===== src/rtl/arb_pkg.sv =====
// Shared types and helpers for the burst-locking round-robin arbiter.
// Helpers work on a fixed 16-bit span so they cover every legal requester count.
package arb_pkg;

  typedef enum logic {IDLE, GRANT} arb_state_e;

  localparam int PICK_SPAN = 16;

  function automatic logic [3:0] onehot_to_idx(input logic [15:0] oh);
    logic [3:0] idx;
    idx = '0;
    for (int i = 0; i < PICK_SPAN; i++) begin
      if (oh[i]) idx = idx | 4'(i);
    end
    return idx;
  endfunction

  // Rotate the low n bits of vec right by sh (sh < n), clearing everything above n.
  function automatic logic [15:0] rot_mask(input logic [15:0] vec, input logic [4:0] sh,
                                           input logic [4:0] n);
    logic [31:0] dbl;
    logic [31:0] mask;
    dbl  = {16'b0, vec} | ({16'b0, vec} << n);
    mask = (32'd1 << n) - 32'd1;
    return 16'((dbl >> sh) & mask);
  endfunction

endpackage


===== src/rtl/rr_pick.sv =====
// Combinational round-robin pick: first requester after last_ptr, wrapping.
// Uses a double-width rotate, lowest-set-bit isolate, then index un-rotate.
module rr_pick
  import arb_pkg::*;
#(
  parameter int N_REQ = 4,
  parameter int ID_W  = $clog2(N_REQ)
) (
  input  logic [N_REQ-1:0] req,
  input  logic [ID_W-1:0]  last_ptr,
  output logic             found,
  output logic [ID_W-1:0]  idx
);

  logic [15:0] req_w;
  logic [15:0] rot;
  logic [15:0] iso;
  logic [4:0]  start;
  logic [3:0]  off;
  logic [4:0]  sum;

  always_comb begin
    req_w = '0;
    req_w[N_REQ-1:0] = req;
    start = 5'(last_ptr) + 5'd1;
    if (start >= 5'(N_REQ)) start = 5'd0;
    rot = rot_mask(req_w, start, 5'(N_REQ));
    iso = rot & (~rot + 16'd1);
    off = onehot_to_idx(iso);
    sum = 5'(off) + start;
    if (sum >= 5'(N_REQ)) sum = sum - 5'(N_REQ);
    found = |req;
    idx   = ID_W'(sum);
  end

endmodule


===== src/rtl/rr_burst_lock_arb.sv =====
// Round-robin arbiter that locks the grant for a whole burst, releasing on the
// last beat, on the beat cap (with a preempt pulse), or when the owner drops req.
//
// state | meaning
// IDLE  | no grant held; arbitrate req, grant registers on next edge
// GRANT | gnt locked to gnt_id; count beats until last/cap/abandon
module rr_burst_lock_arb
  import arb_pkg::*;
#(
  parameter int N_REQ     = 4,
  parameter int MAX_BEATS = 8,
  parameter int ID_W      = $clog2(N_REQ),
  parameter int CNT_W     = $clog2(MAX_BEATS + 1)
) (
  input  logic             clk,
  input  logic             rst_n,
  input  logic [N_REQ-1:0] req,
  input  logic [N_REQ-1:0] req_last,
  input  logic             rsrc_ready,
  output logic [N_REQ-1:0] gnt,
  output logic [ID_W-1:0]  gnt_id,
  output logic             busy,
  output logic             beat,
  output logic             preempt
);

  arb_state_e       state, state_nxt;
  logic [N_REQ-1:0] gnt_nxt;
  logic [ID_W-1:0]  gnt_id_nxt;
  logic             busy_nxt;
  logic             preempt_nxt;
  logic [CNT_W-1:0] beat_cnt, cnt_nxt;
  logic [CNT_W:0]   cnt_inc;
  logic [ID_W-1:0]  last_ptr, last_ptr_nxt;
  logic             pick_found;
  logic [ID_W-1:0]  pick_idx;
  logic             cur_req;
  logic             cur_last;
  logic             cap_hit;

  rr_pick #(.N_REQ(N_REQ), .ID_W(ID_W)) u_pick (
    .req      (req),
    .last_ptr (last_ptr),
    .found    (pick_found),
    .idx      (pick_idx)
  );

  assign cur_req  = req[gnt_id];
  assign cur_last = req_last[gnt_id];
  assign beat     = busy & cur_req & rsrc_ready;
  assign cnt_inc  = {1'b0, beat_cnt} + (CNT_W+1)'(1);
  assign cap_hit  = (cnt_inc == (CNT_W+1)'(MAX_BEATS));

  always_comb begin
    state_nxt    = state;
    gnt_nxt      = gnt;
    gnt_id_nxt   = gnt_id;
    busy_nxt     = busy;
    preempt_nxt  = 1'b0;
    cnt_nxt      = beat_cnt;
    last_ptr_nxt = last_ptr;
    unique case (state)
      IDLE: begin
        gnt_nxt    = '0;
        gnt_id_nxt = '0;
        busy_nxt   = 1'b0;
        if (pick_found) begin
          gnt_nxt      = N_REQ'(1) << pick_idx;
          gnt_id_nxt   = pick_idx;
          last_ptr_nxt = pick_idx;
          cnt_nxt      = '0;
          busy_nxt     = 1'b1;
          state_nxt    = GRANT;
        end
      end
      GRANT: begin
        if (!cur_req || (beat && (cur_last || cap_hit))) begin
          // A last beat that also hits the cap is a normal release.
          preempt_nxt = cur_req && beat && !cur_last && cap_hit;
          gnt_nxt     = '0;
          gnt_id_nxt  = '0;
          busy_nxt    = 1'b0;
          state_nxt   = IDLE;
        end else if (beat) begin
          cnt_nxt = cnt_inc[CNT_W-1:0];
        end
      end
      default: state_nxt = IDLE;
    endcase
  end

  always_ff @(posedge clk or negedge rst_n) begin
    if (!rst_n) begin
      state    <= IDLE;
      gnt      <= '0;
      gnt_id   <= '0;
      busy     <= 1'b0;
      preempt  <= 1'b0;
      beat_cnt <= '0;
      last_ptr <= ID_W'(N_REQ - 1);
    end else begin
      state    <= state_nxt;
      gnt      <= gnt_nxt;
      gnt_id   <= gnt_id_nxt;
      busy     <= busy_nxt;
      preempt  <= preempt_nxt;
      beat_cnt <= cnt_nxt;
      last_ptr <= last_ptr_nxt;
    end
  end

endmodule


===== config.mk =====
export PLATFORM = sky130hd
export DESIGN_NAME = rr_burst_lock_arb
export DESIGN_NICKNAME = d
export VERILOG_FILES = /design/src/rtl/arb_pkg.sv /design/src/rtl/rr_pick.sv /design/src/rtl/rr_burst_lock_arb.sv
export SDC_FILE = /design/constraint.sdc
export NUM_CORES = 1
export LEC_CHECK = 0
export BUFFER_PORTS_ARGS = -buffer_cell sky130_fd_sc_hd__buf_2
export CORE_AREA = 5 5 50 52
export CTS_CLUSTER_DIAMETER = 40
export CTS_CLUSTER_SIZE = 25
export DETAILED_ROUTE_END_ITERATION = 6
export DIE_AREA = 0 0 55 57
export HOLD_SLACK_MARGIN = 0.08
export PLACE_DENSITY = 0.74
export SYNTH_ARGS = -nofsm -noshare
export SYNTH_HDL_FRONTEND = slang
export SYNTH_SLANG_ARGS = --single-unit

===== constraint.sdc =====
create_clock -name clk -period 3.4 [get_ports clk]
set_input_delay 0.68 -clock clk [delete_from_list [all_inputs] [get_ports clk]]
set_output_delay 0.68 -clock clk [all_outputs]
set_load 0.05 [all_outputs]

==> out/qor.yml <==
grt:
  grt_usage: 0.159
  grt_overflow: 0
  antenna_found_initial: 0
  grt_pass1_vias: 799
  grt_pass1_wl_um: 3660
  grt_max_degree: 16
placement:
  dpl_cell_area_um2: 1100
  finalWeightedCongestion: 0.836
  hpwl_um: 1630
  io_buffers: 19
timing:
  timing.slew.headroom: 0.600
  period_share: 0.809
  fin_skew_ns: 0.00837
  report.final.hold_viol_count: 0
  slew_violations: 0
  finalSetupViolCount: 0
  worst_hold_slack_ns: 0.265
  max_freq_mhz: 363
  worstMarginPinSlew_ns: 0.595
  rsz0062_at_grt: "no"
  min_period_ns: 2.75
  setup_tns_ns: 0
worst_setup_path:
  r2r_slack_ns: 0.65
  cp.arrival_ns: 2.90
  startpoint_type: "flip-flop"
  slowest_stage: "dfstp_2"
  cp_max_fo: 11
  crit_chain: "ha_1 > nand2_1 > a21oi_1 > o2bb2ai_1 > o21a_1 > ha_1 > xor2_1 > nor4_1 > o32ai_1"
  reg2reg_depth: 9
  cp-end-kind: "flip-flop"
  crit_type: "flip-flop to flip-flop"
  crit_top_cell: "ha_1"
  required_ns: 3.55
  crit_path_max_incr_delay_ns: 0.61
die:
  rows: 17
  core-area_um2: 2060
  dieArea_um2: 3140
  ioPinCount: 20
  chipWidth_um: 55
  fp.dieH_um: 57
  start_util: 0.485
detailed_routing:
  drt_wl_total_um: 2120
  vias_per_cell: 5.73
  drc: 0
  drt_pass1_iterations: 4
  postRouteAntennaNets: 0
  wire_per_inst_um: 13.9
  vias: 876
  drtIter0Drc: 23
run:
  maxCapViolCount: 0
cts:
  cts_resized: 0
  clk_latency_ns: 0.30
  cts_tree: "built"
  htree_levels: 1
  cts_buffers: 3
  cts.path.max_buffers: 2
  holdBufCountCts: 0
  cts_root_buf: "clkbuf_4"
  clk_pin_slew_ns: 0.10
  clock_sinks: 15
  cts_setup_buffers: 0
synth:
  synth_nets: 120
  ys_warn_count: 0
  syn_inst: 106
  synth_cell_types: 40
  syn_avg_cell_area_um2: 9.43
  ys_seq_area_frac: 0.378
  synth_area_um2: 1000
  ys_ff_latch: 15
cells_and_area:
  antenna_cells: 0
  drive_gt1_frac: 0.256
  mostFrequentLayoutCells: "buf_2 (19), dfrtp_1 (13), nand2_1 (11)"
  area_delta_synth_final_pct: 12.8
  final_area_um2: 1130
  layout_commonest_cell: "buf_2"
  layout.nets: 140
power_and_ir_drop:
  p_leak_nw: 0.523
  power_density_nw_per_um2: 952
  max-vdd-ir-drop_mv: 0.604
min_path:
  worst_hold_path_type: "input port to async pin"
outcome:
  outcome: "finished, final reports clean"
==> final timing paths <==
path | startpoint | end
max | last_ptr[0]$_DFFE_PN1P_ | gnt[2]$_DFFE_PN0P_
min | rst_n | gnt_id[0]$_DFFE_PN0P_
max reg2reg | last_ptr[0]$_DFFE_PN1P_ | gnt[2]$_DFFE_PN0P_
min reg2reg | last_ptr[1]$_DFFE_PN1P_ | last_ptr[1]$_DFFE_PN1P_
max in group asynchronous | rst_n | last_ptr[0]$_DFFE_PN1P_
min in group clk | last_ptr[1]$_DFFE_PN1P_ | last_ptr[1]$_DFFE_PN1P_
==> flip-flops by register name (all words and copies together), names as in the netlist <==
register and cells:
beat_cnt 4, busy 1, last_ptr 2, gnt_id 2
gnt 4, preempt 1, state 1
==> metrics by stage <==
stage / instances / utilization / power [W] / setup WS [ns]
finish: 153 / 0.546 / 0.00107 / 0.648
global route: 153 / 0.546 / 0.00117 / 0.434
CTS: 153 / 0.546 / 0.00108 / 0.646
detailed placement: 149 / 0.533 / 0.000970 / 0.658
global placement: 149 / 0.533 / 0.000953 / 0.769
floorplan: 106 / - / 0.000841 / 0.801
==> critical path: cells and delay by family, from the launching register on <==
kind            cells  cell delay (ns)
fa+ha+maj           2             0.56
compound gates      4             0.58
xor+xnor            1             0.16
flops               1             0.61
simple gates        2             0.69
==> power breakdown <==
group          switching [W]  internal (W)  total (W)
sequential         0.0000610      0.000252   0.000313
clock              0.0000621     0.0000439   0.000106
combinational       0.000412      0.000242   0.000655
total               0.000535      0.000538    0.00107
==> kinds of logic (layout without fill, tap and decap cells) <==
group | after synthesis | in the layout | share of synthesized area
compound gates | 31 | 31 | 0.225
xor+xnor | 2 | 2 | 0.0175
fa+ha+maj | 3 | 3 | 0.0376
buf+inv | 14 | 33 | 0.0676
flops | 15 | 15 | 0.378
mux | 3 | 3 | 0.0588
simple gates | 38 | 38 | 0.215
==> routing by layer <==
metal	share of wire	up-vias	track usage	wire length (um)
li1	-	437	-	-
met1	0.47	406	0.230	1000
met2	0.45	28	0.223	958
met3	0.049	5	0.0209	105
met4	0.027	0	0.0938	58
met5	0	-	0	0
==> Yosys cell counts, drive strengths merged <==
library cell | number | share of area
o21a | 4 | 0.030
o221ai | 1 | 0.0088
or3 | 1 | 0.0063
nor4b | 1 | 0.0088
a41o | 1 | 0.011
a21oi | 2 | 0.010
nor4 | 3 | 0.019
xnor2 | 1 | 0.0088
and3 | 4 | 0.036
a311oi | 1 | 0.0088
o31ai | 1 | 0.0075
dfrtp | 13 | 0.33
a21o | 1 | 0.0075
xor2 | 1 | 0.0088
nor3b | 3 | 0.023
a31oi | 3 | 0.019
o21ai | 5 | 0.025
o22ai | 2 | 0.013
a2bb2oi | 1 | 0.0088
or2 | 1 | 0.0063
a211oi | 1 | 0.0075
nand2 | 11 | 0.041
o2bb2ai | 1 | 0.0088
nor2 | 7 | 0.026
mux2i | 1 | 0.010
mux4 | 2 | 0.049
and3b | 2 | 0.019
clkbuf | 2 | 0.0075
inv | 10 | 0.038
dfstp | 2 | 0.053
o211ai | 1 | 0.0075
ha | 3 | 0.038
buf | 2 | 0.023
nor2b | 4 | 0.025
o32ai | 6 | 0.053
nor3 | 1 | 0.0050
==> area by class of cell <==
| type | instances | area, um^2 |
|---|---|---|
| inverters | 10 | 37.5 |
| clock inverters | 1 | 5.00 |
| clock buffers | 3 | 22.5 |
| repair buffers | 19 | 95.1 |
| fillers | 190 | 936 |
| well taps | 28 | 35.0 |
| flip-flops and latches | 15 | 378 |
| multi-input cells | 77 | 554 |
Power figures use the tool's default switching activity.
